$ cat src/rtl/router_pkg.sv
// Shared types and helpers for the N-port packet router.
// Holds the FSM state type, the address-width derivation and the header field
// extractors used by router_nport.
package router_pkg;

    // Widest beat the header helpers support.
    localparam int unsigned MaxDataW = 16;

    typedef enum logic [1:0] {
        StIdle,
        StPayload,
        StParity,
        StDrop
    } state_e;

    // Address field width: ceil(log2(num_ports)), never below one bit.
    function automatic int unsigned addr_width(input int unsigned num_ports);
        return (num_ports < 2) ? 1 : unsigned'($clog2(num_ports));
    endfunction

    // Header = {len, addr}; addr occupies the low addr_w bits.
    function automatic logic [MaxDataW-1:0] hdr_addr(input logic [MaxDataW-1:0] hdr,
                                                     input int unsigned addr_w);
        logic [MaxDataW-1:0] mask;
        mask = (MaxDataW'(1) << addr_w) - MaxDataW'(1);
        return hdr & mask;
    endfunction

    function automatic logic [MaxDataW-1:0] hdr_len(input logic [MaxDataW-1:0] hdr,
                                                    input int unsigned addr_w);
        return hdr >> addr_w;
    endfunction

endpackage

$ cat src/rtl/router_fifo.sv
// One output channel of the router: first-word-fall-through FIFO plus a read
// timeout that flushes the FIFO when the reader ignores it too long.
// Ports:
//   clk_i, rst_ni   clock, asynchronous active-low reset
//   wr_en_i         write request (ignored when full or during a flush)
//   wr_data_i       beat to store
//   rd_en_i         pop request (ignored when empty)
//   vld_o           FIFO non-empty
//   full_o          FIFO full
//   dout_o          head entry, 0 when empty
//   flush_o         1-cycle pulse: timeout expired, FIFO cleared at this edge
module router_fifo #(
    parameter int unsigned DATA_W     = 8,
    parameter int unsigned FIFO_DEPTH = 16,
    parameter int unsigned TIMEOUT    = 30
) (
    input  logic              clk_i,
    input  logic              rst_ni,
    input  logic              wr_en_i,
    input  logic [DATA_W-1:0] wr_data_i,
    input  logic              rd_en_i,
    output logic              vld_o,
    output logic              full_o,
    output logic [DATA_W-1:0] dout_o,
    output logic              flush_o
);
    localparam int unsigned PtrW = $clog2(FIFO_DEPTH) + 1;
    localparam int unsigned CntW = $clog2(TIMEOUT) + 1;

    logic [PtrW-1:0]   wptr_q, wptr_d, rptr_q, rptr_d;
    logic [CntW-1:0]   cnt_q, cnt_d;
    logic [DATA_W-1:0] mem_q [FIFO_DEPTH];
    logic              empty, push, pop, stall;

    // Extra pointer MSB distinguishes full from empty when the indices match.
    assign empty  = (wptr_q == rptr_q);
    assign full_o = (wptr_q[PtrW-1] != rptr_q[PtrW-1]) &&
                    (wptr_q[PtrW-2:0] == rptr_q[PtrW-2:0]);
    assign vld_o  = !empty;
    assign dout_o = empty ? '0 : mem_q[rptr_q[PtrW-2:0]];

    assign stall   = vld_o && !rd_en_i;
    assign flush_o = stall && (cnt_q == CntW'(TIMEOUT - 1));
    assign pop     = rd_en_i && vld_o;
    // A flush in the same cycle wins over a write.
    assign push    = wr_en_i && !full_o && !flush_o;

    always_comb begin
        wptr_d = wptr_q + PtrW'(push);
        rptr_d = rptr_q + PtrW'(pop);
        cnt_d  = stall ? cnt_q + CntW'(1) : '0;
        if (flush_o) begin
            wptr_d = '0;
            rptr_d = '0;
            cnt_d  = '0;
        end
    end

    always_ff @(posedge clk_i or negedge rst_ni) begin
        if (!rst_ni) begin
            wptr_q <= '0;
            rptr_q <= '0;
            cnt_q  <= '0;
        end else begin
            wptr_q <= wptr_d;
            rptr_q <= rptr_d;
            cnt_q  <= cnt_d;
        end
    end

    always_ff @(posedge clk_i) begin
        if (push) begin
            mem_q[wptr_q[PtrW-2:0]] <= wr_data_i;
        end
    end

endmodule

$ cat src/rtl/router_nport.sv
// 1-to-N packet router. A byte stream of packets {header, len payload beats,
// parity} is steered by the header address into one of NUM_PORTS output FIFOs.
// Bad headers (address out of range, len 0) are dropped with an err pulse;
// parity mismatches are stored but flagged with an err pulse.
// Ports:
//   clk_i, rst_ni   clock, asynchronous active-low reset
//   data_i          input beat;  pkt_valid_i  beat valid
//   busy_o          beat not accepted this cycle, source must hold it
//   rd_en_i         per-port pop request
//   vld_out_o       per-port FIFO non-empty
//   dout_o          per-port FIFO head, port i at [i*DATA_W +: DATA_W]
//   err_o           1-cycle pulse: parity mismatch or dropped header
//   flush_o         per-port 1-cycle pulse: FIFO flushed by read timeout
module router_nport
    import router_pkg::*;
#(
    parameter int unsigned NUM_PORTS  = 3,
    parameter int unsigned DATA_W     = 8,
    parameter int unsigned FIFO_DEPTH = 16,
    parameter int unsigned TIMEOUT    = 30
) (
    input  logic                        clk_i,
    input  logic                        rst_ni,
    input  logic [DATA_W-1:0]           data_i,
    input  logic                        pkt_valid_i,
    output logic                        busy_o,
    input  logic [NUM_PORTS-1:0]        rd_en_i,
    output logic [NUM_PORTS-1:0]        vld_out_o,
    output logic [NUM_PORTS*DATA_W-1:0] dout_o,
    output logic                        err_o,
    output logic [NUM_PORTS-1:0]        flush_o
);
    localparam int unsigned AddrW = addr_width(NUM_PORTS);
    localparam int unsigned LenW  = DATA_W - AddrW;

    state_e              state_q, state_d;
    logic [AddrW-1:0]    dest_q, dest_d;
    logic [LenW-1:0]     rem_q, rem_d;
    logic [DATA_W-1:0]   par_q, par_d;
    logic                err_q, err_d;

    logic [MaxDataW-1:0] hdr_wide;
    logic [AddrW-1:0]    hdr_a;
    logic [LenW-1:0]     hdr_l;
    logic                hdr_ok, in_pkt, accept, wr_go;
    logic [AddrW-1:0]    wr_port;
    logic [NUM_PORTS-1:0] full, wr_en;

    assign hdr_wide = MaxDataW'(data_i);
    assign hdr_a    = AddrW'(hdr_addr(hdr_wide, AddrW));
    assign hdr_l    = LenW'(hdr_len(hdr_wide, AddrW));
    assign hdr_ok   = (32'(hdr_a) < NUM_PORTS) && (hdr_l != '0);

    assign in_pkt = (state_q == StPayload) || (state_q == StParity);
    // Full flag is taken from the start of the cycle; a same-cycle pop does not help.
    assign busy_o = in_pkt ? full[dest_q]
                           : (state_q == StIdle) && pkt_valid_i && hdr_ok && full[hdr_a];
    assign accept  = pkt_valid_i && !busy_o;
    assign wr_go   = accept && (in_pkt || ((state_q == StIdle) && hdr_ok));
    assign wr_port = in_pkt ? dest_q : hdr_a;
    assign err_o   = err_q;

    // State register
    always_ff @(posedge clk_i or negedge rst_ni) begin
        if (!rst_ni) begin
            state_q <= StIdle;
            dest_q  <= '0;
            rem_q   <= '0;
            par_q   <= '0;
            err_q   <= 1'b0;
        end else begin
            state_q <= state_d;
            dest_q  <= dest_d;
            rem_q   <= rem_d;
            par_q   <= par_d;
            err_q   <= err_d;
        end
    end

    // Next-state logic
    always_comb begin
        state_d = state_q;
        dest_d  = dest_q;
        rem_d   = rem_q;
        par_d   = par_q;
        err_d   = 1'b0;
        unique case (state_q)
            StIdle: begin
                if (accept) begin
                    if (hdr_ok) begin
                        dest_d  = hdr_a;
                        rem_d   = hdr_l;
                        par_d   = data_i;
                        state_d = StPayload;
                    end else begin
                        err_d   = 1'b1;
                        state_d = StDrop;
                    end
                end
            end
            StPayload: begin
                if (accept) begin
                    par_d = par_q ^ data_i;
                    rem_d = rem_q - LenW'(1);
                    if (rem_q == LenW'(1)) begin
                        state_d = StParity;
                    end
                end
            end
            StParity: begin
                if (accept) begin
                    err_d   = (data_i != par_q);
                    state_d = StIdle;
                end
            end
            StDrop: begin
                if (!pkt_valid_i) begin
                    state_d = StIdle;
                end
            end
            default: state_d = StIdle;
        endcase
        // The destination was flushed under us: abandon the rest of this packet.
        if ((in_pkt || wr_go) && flush_o[wr_port]) begin
            state_d = StDrop;
        end
    end

    // Output logic: per-port write strobes
    always_comb begin
        wr_en = '0;
        for (int i = 0; i < NUM_PORTS; i++) begin
            wr_en[i] = wr_go && (wr_port == AddrW'(i));
        end
    end

    for (genvar i = 0; i < NUM_PORTS; i++) begin : g_port
        router_fifo #(
            .DATA_W    (DATA_W),
            .FIFO_DEPTH(FIFO_DEPTH),
            .TIMEOUT   (TIMEOUT)
        ) u_fifo (
            .clk_i    (clk_i),
            .rst_ni   (rst_ni),
            .wr_en_i  (wr_en[i]),
            .wr_data_i(data_i),
            .rd_en_i  (rd_en_i[i]),
            .vld_o    (vld_out_o[i]),
            .full_o   (full[i]),
            .dout_o   (dout_o[i*DATA_W +: DATA_W]),
            .flush_o  (flush_o[i])
        );
    end

endmodule
$ cat config.mk
export PLATFORM = sky130hd
export DESIGN_NAME = router_nport
export DESIGN_NICKNAME = d
export VERILOG_FILES = /design/src/rtl/router_pkg.sv /design/src/rtl/router_fifo.sv /design/src/rtl/router_nport.sv
export SDC_FILE = /design/constraint.sdc
export NUM_CORES = 1
export LEC_CHECK = 0
export CELL_PAD_IN_SITES_DETAIL_PLACEMENT = 0
export CELL_PAD_IN_SITES_GLOBAL_PLACEMENT = 1
export CORE_MARGIN = 1.5
export CORE_UTILIZATION = 41
export CTS_BUF_LIST = sky130_fd_sc_hd__clkbuf_8 sky130_fd_sc_hd__clkbuf_16
export DETAILED_ROUTE_END_ITERATION = 8
export GPL_ROUTABILITY_DRIVEN = 0
export PLACE_DENSITY_LB_ADDON = 0.08
export SYNTH_ARGS = -nofsm -noshare
export SYNTH_HDL_FRONTEND = slang
export SYNTH_SLANG_ARGS = --single-unit
$ cat constraint.sdc
create_clock -name clk_i -period 3.3 [get_ports clk_i]
set_input_delay 0.825 -clock clk_i [delete_from_list [all_inputs] [get_ports clk_i]]
set_output_delay 0.825 -clock clk_i [all_outputs]
set_load 0.005 [all_outputs]
### Word level (Yosys, flattened, before mapping)

Memory sizes are Yosys's and may differ from the RTL's.
Cells that the tools add are included.

* reduce and logical (&&, ||, !) cells: 52
* bitwise logic cells: 1
* equality and inequality tests: 27
* multiplexer cells: 49
* order comparisons: 4
* $add $sub $neg: 10

Operators with widths (number)
* 2-to-1 mux 6 bit: 9
* 2-to-1 mux 8 bit: 6
* adder 5 x 1 -> 5 bit: 6
* 2-to-1 mux 5 bit: 6
* logical AND 1 bit: 29
* adder 6 x 1 -> 6 bit (second input constant): 3
* == test 6 x 5 -> 1 bit (second input constant): 3
* 2-to-1 mux 2 bit: 8
* case mux 8 bit (2 select lines): 1
* == test 5 bit: 3
* logical NOT 1 bit: 13
* 2-to-1 mux 1 bit: 13
* == test 4 bit: 3
* case mux 6 bit (2 select lines): 1
* < comparator 2 x 3 -> 1 bit (second input constant): 3
* != test 3 x 2 -> 1 bit (second input constant): 3
* != test 8 bit: 1
* case mux 2 bit (4 select lines): 1
* XOR 8 bit: 1
* binary-select mux 1 bit (select 2 bit): 3
* == test 2 bit (second input constant): 3
* == test 6 x 1 -> 1 bit (second input constant): 1
* != test 2 bit (second input constant): 3
* nonzero test 6 bit: 1
* 13 further kinds: 19

* input port bits: 14
* word-level logic and storage cells: 160
* memories: 3
* RAM bits: 384
* register bits after elaboration: 67
* output and inout port bits: 32

Memory list
* g_port[0].u_fifo.mem_q: words 16, bits a word 8, read ports 1, clocked after memory_dff 0, wr ports 1, line router_fifo.sv:32 `logic [DATA_W-1:0] mem_q [FIFO_DEPTH];`
* g_port[1].u_fifo.mem_q: words 16, bits a word 8, read ports 1, clocked after memory_dff 0, wr ports 1, line router_fifo.sv:32
* g_port[2].u_fifo.mem_q: words 16, bits a word 8, read ports 1, clocked after memory_dff 0, wr ports 1, line router_fifo.sv:32

### Longest topological paths before layout

Gate-level depths: netlist of run 1.

* depth after elaboration: 14
* gate-level depth with buffers: 11
* depth with buffers taken out: 11

### Modules after synthesis

A second synthesis of run 1 with hierarchy kept.

* cells, all modules: 1185
* area total of the unflattened synthesis: 19447.4 sq um

By module, submodules not included
* router_fifo at g_port[0].u_fifo: cells each 339, area each 6004.5 sq um, instances 1
* router_fifo at g_port[1].u_fifo: cells each 339, area each 6002.0 sq um, instances 1
* router_fifo at g_port[2].u_fifo: cells each 343, area each 5954.5 sq um, instances 1
* router_nport: cells each 164, area each 1486.4 sq um, instances 1

### Worst setup path before layout of run 1

Ideal clock, no wire load.

* path type: input -> register
* start: in data_i[0]
* end: mem g_port[1].u_fifo.mem_q[0][0] (enable)
* cell stages on the path: 6
* setup time: 383 ps
* data arrival time: 2871 ps
* data required time: 2917 ps
* slack: 45 ps
* buffers on the path: 1
* path through: clkbuf_1 a221oi_2 o21ai_1 nor3_2 or3b_1 nor3_1

* longest elaborated chain between the ends: 13
* elaborated cells between the ends (all ways): 19
* those cells by class: order compare (1); eq/ne (1); mux (6); reduce/logical (11)

Ends and longest elaborated chain
* from (decl): line router_nport.sv:24 `input logic [DATA_W-1:0] data_i,`
* < comparator 2 bit: line router_nport.sv:52 `assign hdr_ok = (32'(hdr_a) < NUM_PORTS) && (hdr_l != '0);`
* logical AND 1 bit: line router_nport.sv:52
* logical AND 1 bit (2 in a row): line router_nport.sv:57 `: (state_q == StIdle) && pkt_valid_i && hdr_ok && full[hdr_a];`
* 2-to-1 mux 1 bit: line router_nport.sv:56 `assign busy_o = in_pkt ? full[dest_q]`
* logical NOT 1 bit: line router_nport.sv:58 `assign accept = pkt_valid_i && !busy_o;`
* logical AND 1 bit: line router_nport.sv:58
* logical AND 1 bit: line router_nport.sv:59 `assign wr_go = accept && (in_pkt || ((state_q == StIdle) && hdr_ok));`
* logical AND 1 bit *: line router_nport.sv:133 `wr_en[i] = wr_go && (wr_port == AddrW'(i));`
* logical AND 1 bit * (2 in a row): line router_fifo.sv:46 `assign push = wr_en_i && !full_o && !flush_o;`
* 2-to-1 mux 1 bit *: line router_fifo.sv:72 `if (push) begin`
* 2-to-1 mux 1 bit (not written as such) *: line router_fifo.sv:73 `mem_q[wptr_q[PtrW-2:0]] <= wr_data_i;`
* to (decl): line router_fifo.sv:32

Mark *: on every way between the ends. The rest lies on a longest branch, timed or not. The select of a mux whose other input is x is not followed.

### Worst setup path in the final report of run 1

* start: reg g_port[1].u_fifo.rptr_q[0]
* end: out dout_o[15]

* longest elaborated chain between the ends: 2
* elaborated cells between the ends (all ways): 3
* those cells by class: eq/ne (1); mux (1); memory (1)

Ends and longest elaborated chain
* from (decl): line router_fifo.sv:30 `logic [PtrW-1:0] wptr_q, wptr_d, rptr_q, rptr_d;`
* from (signal assigned): line router_fifo.sv:66 `rptr_q <= rptr_d;`
* memory (16 x 8 bit) or == test 5 bit (tied branches)
* 2-to-1 mux 8 bit *: line router_fifo.sv:40 `assign dout_o = empty ? '0 : mem_q[rptr_q[PtrW-2:0]];`
* to (decl): line router_nport.sv:29 `output logic [NUM_PORTS*DATA_W-1:0] dout_o,`

Mark *: on every way between the ends. The rest lies on a longest branch, timed or not.

==> results of run 1 <==
[critical path: cells and delay by family (launching register included)]
kind	cells	cell delay (ns)
and+or+nand+nor	1	0.14
buffers and inverters	5	0.62
muxes	2	0.90
DFF	1	0.41
[placed cells by master (no fill, tap or decap), types with 3 or more instances in the layout]
cell type        count
a21oi_1             12
a311oi_1             7
buf_12              24
buf_16               6
buf_2               31
buf_4               95
buf_6               30
clkbuf_16           49
clkbuf_2             3
clkbuf_8             3
clkdlybuf4s50_1      5
clkinv_1             7
clkinv_2             9
dfrtp_1             64
dfrtp_2              3
edfxtp_1           384
ha_1                25
inv_1               32
inv_6                3
mux2_2               4
mux2i_1              4
mux4_2             120
nand2_1             21
nand2b_1             7
nand3_1             31
nand3b_1             7
nand4_1              6
nor2_1              74
nor2_2              20
nor2b_1             37
nor2b_4              9
nor3_1              17
nor3_2               4
nor4_4               3
o21ai_0             10
o21ai_4              3
or3_1                4
or3b_1               4
xnor2_1             32
xor2_1              21
[synthesized netlist by cell type, drive strengths merged (2+ instances only)]
cell type	count
edfxtp	384
mux4	120
nor2	95
dfrtp	67
nor2b	46
buf	39
xnor2	35
nand3	31
ha	25
nand2	21
nor3	21
xor2	21
clkbuf	18
o21ai	16
inv	15
a21oi	12
nand4	9
a311oi	8
nand2b	7
nand3b	7
mux2	4
mux2i	4
nor4	4
or3	4
or3b	4
a211oi	2
a22oi	2
nor4b	2
o211a	2
o21a	2
o32ai	2
[power by group]
group | internal, mW | switching (mW) | leakage (nW)
Clock | 2.85 | 2.21 | 0.804
Sequential | 6.67 | 0.395 | 4.30
Combinational | 4.19 | 3.43 | 2.95
[state kept, by name (all words and copies together) (netlist names)]
signal,count
g_port.u_fifo.wptr_q,15
state_q,2
g_port.u_fifo.rptr_q,15
g_port.u_fifo.mem_q,384
rem_q,6
err_o,1
g_port.u_fifo.cnt_q,18
par_q,8
dest_q,2
[how the worst max path moves through the flow]
stage / start / to / slack, ns / cells after the start
2_1_floorplan: data_i[0] / g_port[1].u_fifo.mem_q[0][0] / 0.05 / 6
4_1_cts: g_port[2].u_fifo.rptr_q[0] / dout_o[18] / -0.33 / 8
6_report: g_port[1].u_fifo.rptr_q[0] / dout_o[15] / -0.20 / 8
3_5_place_dp: data_i[5] / g_port[1].u_fifo.mem_q[8][6] / -0.24 / 8
3_3_place_gp: data_i[5] / g_port[1].u_fifo.mem_q[8][2] / -0.18 / 8
5_1_grt: g_port[1].u_fifo.rptr_q[0] / dout_o[9] / -0.28 / 8
[final cells by class]
| cell class | instances | share of cell area [%] |
|---|---|---|
| clock inverters | 39 | 0.955 |
| inverters | 15 | 0.244 |
| repair buffers | 199 | 8.57 |
| multi-input cells | 514 | 24.2 |
| well taps | 600 | 3.26 |
| clock buffers | 52 | 5.50 |
| flip-flops and latches | 451 | 57.3 |
[routing by layer]
| metal | track usage [%] | routed length, µm |
|---|---|---|
| met1 | 27.2 | 19800 |
| met2 | 30.2 | 20800 |
| met3 | 3.32 | 1650 |
| met4 | 5.77 | 1060 |
| met5 | 0 | 0 |
[repair_timing]
item,4_1_cts,5_1_grt
pin swaps,7,9
setup endpoints to repair,29,213
resized for setup,172,55
hold buffers,0,0
cloned,10,0
setup buffers,48,12
[cells by family after synthesis]
logic type | Yosys count
multiplexers | 128
AND/OR/NAND/NOR | 252
buffers and inverters | 72
XOR/XNOR | 56
AO/OA/AOI/OAI | 53
flip-flops | 451
adder cells (fa/ha/maj) | 25
[through the flow]
stage / utilization (%) / instance area (µm²) / hold WS [ns] / TNS [ns]
4_1_cts: 50.5 / 23000 / 0.415 / -6.03
6_report: 50.7 / 23100 / 0.383 / -2.95
3_3_place_gp: 45.4 / 20600 / 0.483 / -24.67
2_1_floorplan: - / 18900 / 0.461 / 0
5_1_grt: 50.7 / 23100 / 0.444 / -5.09
3_5_place_dp: 45.4 / 20600 / 0.486 / -30.96
==> run_results.csv, run 1 <==
group,metric,value,unit
synthesis,ys_warn_count,0,
status,status,"finished with violations",
layout,diodes,0,
timing,fmax,286,MHz
critical_path,reg2reg_from,"state_q[0]",
critical_path,crit_fanout,4,
layout,fin_cells,1870,
cts,path_clk_slew,0.06,ns
synthesis,ys_seq_area_share,69.8,%
drt,routed_wl,43200,µm
drt,viasPerCell,5.28,
cts,htree_levels,2,
timing,rsz0062_at_grt,"yes",
placement,pre_cts_ws,-0.238,ns
cts,cts_buffer_depth,3,
timing,finalSetupViolCount,25,
die,dieWidth,218,µm
die,die_h,218,µm
job,drv_cap,0,
die,rows,78,
drt,drc,0,
synthesis,ys_ff_latch,451,
synthesis,async_flop_share,14.9,%
global_route,grt_max_degree,68,
synthesis,synthTopCellsByArea,"edfxtp_1, mux4_2, dfrtp_1, nor2_1, ha_1",
synthesis,syn_inst,1037,
synthesis,synth-edff-count,384,
power_and_ir_drop,peakVddDrop,0.476,mV
global_route,grt_pass1_vias,10400,
critical_path,crit_type,"flip-flop to output pin",
drt,first_pass_iters,5,
critical_path,cp-end-kind,"output pin",
cts,cts_tree,"yes",
synthesis,synth_xor_area_share,2.59,%
critical_path,rr_worst_depth,9,
cts,cts_sinks,451,
critical_path,rrSetupSlack,0.23,ns
critical_path,path_cells,"buf_6 -> buf_12 -> buf_16 -> buf_12 -> mux4_2 -> mux4_2 -> nor2b_1 -> buf_2",
die,coreArea,45500,µm²
status,violations,"negative setup slack",
die,dieArea,47400,µm²
layout,seqCellArea,13200,µm²
timing,layout_worst_path_cycle_share,106,%
placement,place_hpwl,26100,µm
timing,clock_skew,0.0175,ns
die,initial_utilization,41.6,%
drt,post_drt_wl_per_cell,23.1,µm
critical_path,start_kind,"flip-flop",
global_route,antenna_found_initial,0,
layout,multi_input_area,5570,µm²
drt,vias,9867,
global_route,grt_pass1_wl,66300,µm
layout,nets,1269,
synthesis,synth_flop_cell,"edfxtp_1",
synthesis,syn_area_per_cell,18.2,µm²
global_route,grt_usage,19.1,%
cts,clock_latency,0.59,ns
layout,drive_gt1_share,34.6,%
synthesis,synth_top_cell_area_share,61.0,%
placement,placed_cells,1724,
synthesis,synth_area,18900,µm²
hold_path,hold_class,"input port to async pin",
critical_path,crit_arrival,2.67,ns
placement,portBuffers,45,
synthesis,synth_fa_ha_area_share,1.65,%
die,io_pins,46,
power_and_ir_drop,total_power,19.8,mW
synthesis,synth_top_family_by_area,"multiplexers",
critical_path,r2r-end,"g_port[0].u_fifo.mem_q[6][3]",
critical_path,slowest_delay,0.48,ns
cts,cts_made_buffers,49,
cts,clockRootBuffer,"clkbuf_16",
timing,period_needed,3.50,ns
timing,hold_viol_final,0,
timing,slew_violations,0,
synthesis,muxShareOfSynthArea,14.8,%
synthesis,ys_types,52,
timing,worst_slack,-0.198,ns
critical_path,required,2.47,ns
layout,fill_cells,3843,
synthesis,synth_compound_area_share,2.08,%
timing,timing.slew.headroom,34.3,%
timing,tightest_slew,0.985,ns
synthesis,syn_nets,1076,
global_route,grt-ovfl-total,0,
synthesis,yosys.area.top_type,"edfxtp_1",
power_and_ir_drop,p_per_area,857,nW/µm²
synthesis,synth-simple-area-share,7.04,%
power_and_ir_drop,power_leakage,8.05,nW
drt,initialDrtViolationCount,561,
layout,syn2layout_area_growth,21.9,%
critical_path,crit_path_top_delay_cell,"mux4_2",
drt,postRouteAntennaNets,0,
Power figures use the tool's default switching activity.
==> inputs of run 2 (changes only) <==
--- a/config.mk
+++ b/config.mk
@@ -5,6 +5,7 @@
 export SDC_FILE = /design/constraint.sdc
 export NUM_CORES = 1
 export LEC_CHECK = 0
+export CAP_MARGIN = 20
 export CELL_PAD_IN_SITES_DETAIL_PLACEMENT = 0
 export CELL_PAD_IN_SITES_GLOBAL_PLACEMENT = 1
 export CORE_MARGIN = 1.5
==> results of run 2 <==
Final layout, timing and power as in run 1 (identical DEF).
==> inputs of run 3 (changes only) <==
--- a/config.mk
+++ b/config.mk
@@ -12,8 +12,10 @@
 export CORE_UTILIZATION = 41
 export CTS_BUF_LIST = sky130_fd_sc_hd__clkbuf_8 sky130_fd_sc_hd__clkbuf_16
 export DETAILED_ROUTE_END_ITERATION = 8
-export GPL_ROUTABILITY_DRIVEN = 0
+export GPL_ROUTABILITY_DRIVEN = 1
 export PLACE_DENSITY_LB_ADDON = 0.08
+export SKIP_CTS_REPAIR_TIMING = 1
+export SLEW_MARGIN = 20
 export SYNTH_ARGS = -nofsm -noshare
 export SYNTH_HDL_FRONTEND = slang
 export SYNTH_SLANG_ARGS = --single-unit
==> run 3 against run 2 <==
The flow still finishes with violations (negative setup slack). Sequential share of layout area increased by 0.44 points. Non-clock buffer count increased by 5. Power decreased by 1.3%. Routed wire length decreased by 0.38%. Clock power about the same. Largest power group unchanged.
==> run_results.csv, run 3 (synthesis gave the netlist of run 1 again) <==
group,metric,value,unit
layout,fin_area,22900,µm²
status,violations,"negative setup slack",
cts,cts_tree,"yes",
placement,gp_congestion,0.764,
global_route,grt_max_degree,68,
critical_path,required,2.47,ns
placement,place_area,20600,µm²
critical_path,start_kind,"flip-flop",
drt,viasPerCell,5.23,
drt,first_pass_iters,4,
global_route,antenna_found_initial,0,
cts,clock_latency,0.59,ns
critical_path,cp-end-kind,"output pin",
job,drv_cap,0,
global_route,grt_usage,18.2,%
layout,drive_gt1_share,32.6,%
layout,final_util,50.3,%
hold_path,hold_class,"input port to async pin",
layout,fin_cells,1876,
timing,worst_slack,-0.285,ns
layout,final_common_cell,"edfxtp_1",
critical_path,crit_arrival,2.76,ns
timing,clock_skew,0.0166,ns
drt,postRouteAntennaNets,0,
critical_path,crit_type,"flip-flop to output pin",
timing,hold_viol_final,0,
global_route,grt_pass1_wl,63700,µm
layout,syn2layout_area_growth,21.0,%
placement,placed_cells,1724,
layout,largest_reg_flops,384,
drt,drc,0,
layout,nets,1274,
critical_path,reg2reg_from,"g_port[2].u_fifo.rptr_q[0]",
cts,cts_buffer_depth,3,
status,status,"finished with violations",
global_route,use_met1,25.9,%
die,dieWidth,218,µm
die,rows,78,
timing,timing.slew.headroom,35.0,%
die,dieArea,47400,µm²
critical_path,crit_fanout,5,
timing,period_needed,3.59,ns
global_route,grt-ovfl-total,0,
die,io_pins,46,
cts,path_clk_slew,0.05,ns
power_and_ir_drop,p_per_area,852,nW/µm²
timing,timing.hold.ws,0.381,ns
critical_path,rrSetupSlack,0.20,ns
drt,post_drt_wl_per_cell,23.0,µm
drt,initialDrtViolationCount,610,
drt,vias,9813,
timing,tightest_slew,0.975,ns
power_and_ir_drop,total_power,19.5,mW
timing,finalSetupViolCount,26,
placement,portBuffers,45,
die,initial_utilization,41.6,%
cts,clockRootBuffer,"clkbuf_16",
critical_path,rr_worst_depth,9,
cts,cts_made_buffers,49,
power_and_ir_drop,power_leakage,8.09,nW
timing,fmax,279,MHz
timing,slew_violations,0,
timing,layout_worst_path_cycle_share,109,%
cts,cts_sinks,451,
global_route,grt_use_met3,3.15,%
global_route,grt_pass1_vias,10100,
die,coreArea,45500,µm²
timing,rsz0062_at_grt,"yes",
critical_path,r2r-end,"g_port[2].u_fifo.mem_q[3][4]",
layout,final_cell_mix,"edfxtp_1, mux4_2, buf_4",
global_route,grtUsageMet2,28.8,%
placement,place_hpwl,26100,µm
cts,htree_levels,2,
global_route,grt.busiest_layer,"met2",
power_and_ir_drop,peakVddDrop,0.509,mV
drt,routed_wl,43100,µm
die,die_h,218,µm
[run 3: worst max path at each step]
stage / start / to / slack [ns] / cells after the start
final: g_port[2].u_fifo.rptr_q[0] / dout_o[21] / -0.29 / 8
after global routing: g_port[2].u_fifo.rptr_q[0] / dout_o[21] / -0.36 / 8
after CTS: g_port[0].u_fifo.rptr_q[0] / dout_o[5] / -0.56 / 5
after detailed placement: data_i[5] / g_port[1].u_fifo.mem_q[8][6] / -0.24 / 8
after global placement: data_i[5] / g_port[1].u_fifo.mem_q[8][2] / -0.18 / 8
after floorplan: data_i[0] / g_port[1].u_fifo.mem_q[0][0] / 0.05 / 6
[run 3: power by group]
part	switching, mW	internal (mW)	total, mW
Combinational	3.30	4.06	7.36
Sequential	0.381	6.67	7.05
Clock	2.23	2.85	5.08
[run 3: critical path, stage by stage (launching register included)]
cell and delay, ns:
dfrtp_2 0.44, buf_12 0.14, clkbuf_16 0.14, buf_6 0.12, buf_6 0.11, mux4_2 0.47, mux4_2 0.52, nor2b_4 0.14
clkbuf_2 0.10
[run 3: final cells by class]
cell class                      count  area, µm²
Inverter                           15       56.3
Multi-Input combinational cell    514       5420
Clock buffer                       52       1270
Sequential cell                   451      13200
Timing Repair Buffer              204       1950
Tap cell                          600        751
Clock inverter                     39        220
Antenna cell                        1       2.50
Fill cell                        3859      22600
[run 3: routing by layer]
metal  share of wire [%]  vias to the layer above
met3                 3.6                       63
met5                   0                        -
met1                  46                     5130
met4                 2.3                        0
li1                    -                     4472
met2                  48                      148
[run 3: stage by stage]
step | TNS (ns) | worst slack (ns)
after global routing | -7.17 | -0.358
after detailed placement | -30.96 | -0.238
after CTS | -12.58 | -0.564
after floorplan | 0 | 0.0454
after global placement | -24.67 | -0.181
final | -4.54 | -0.285
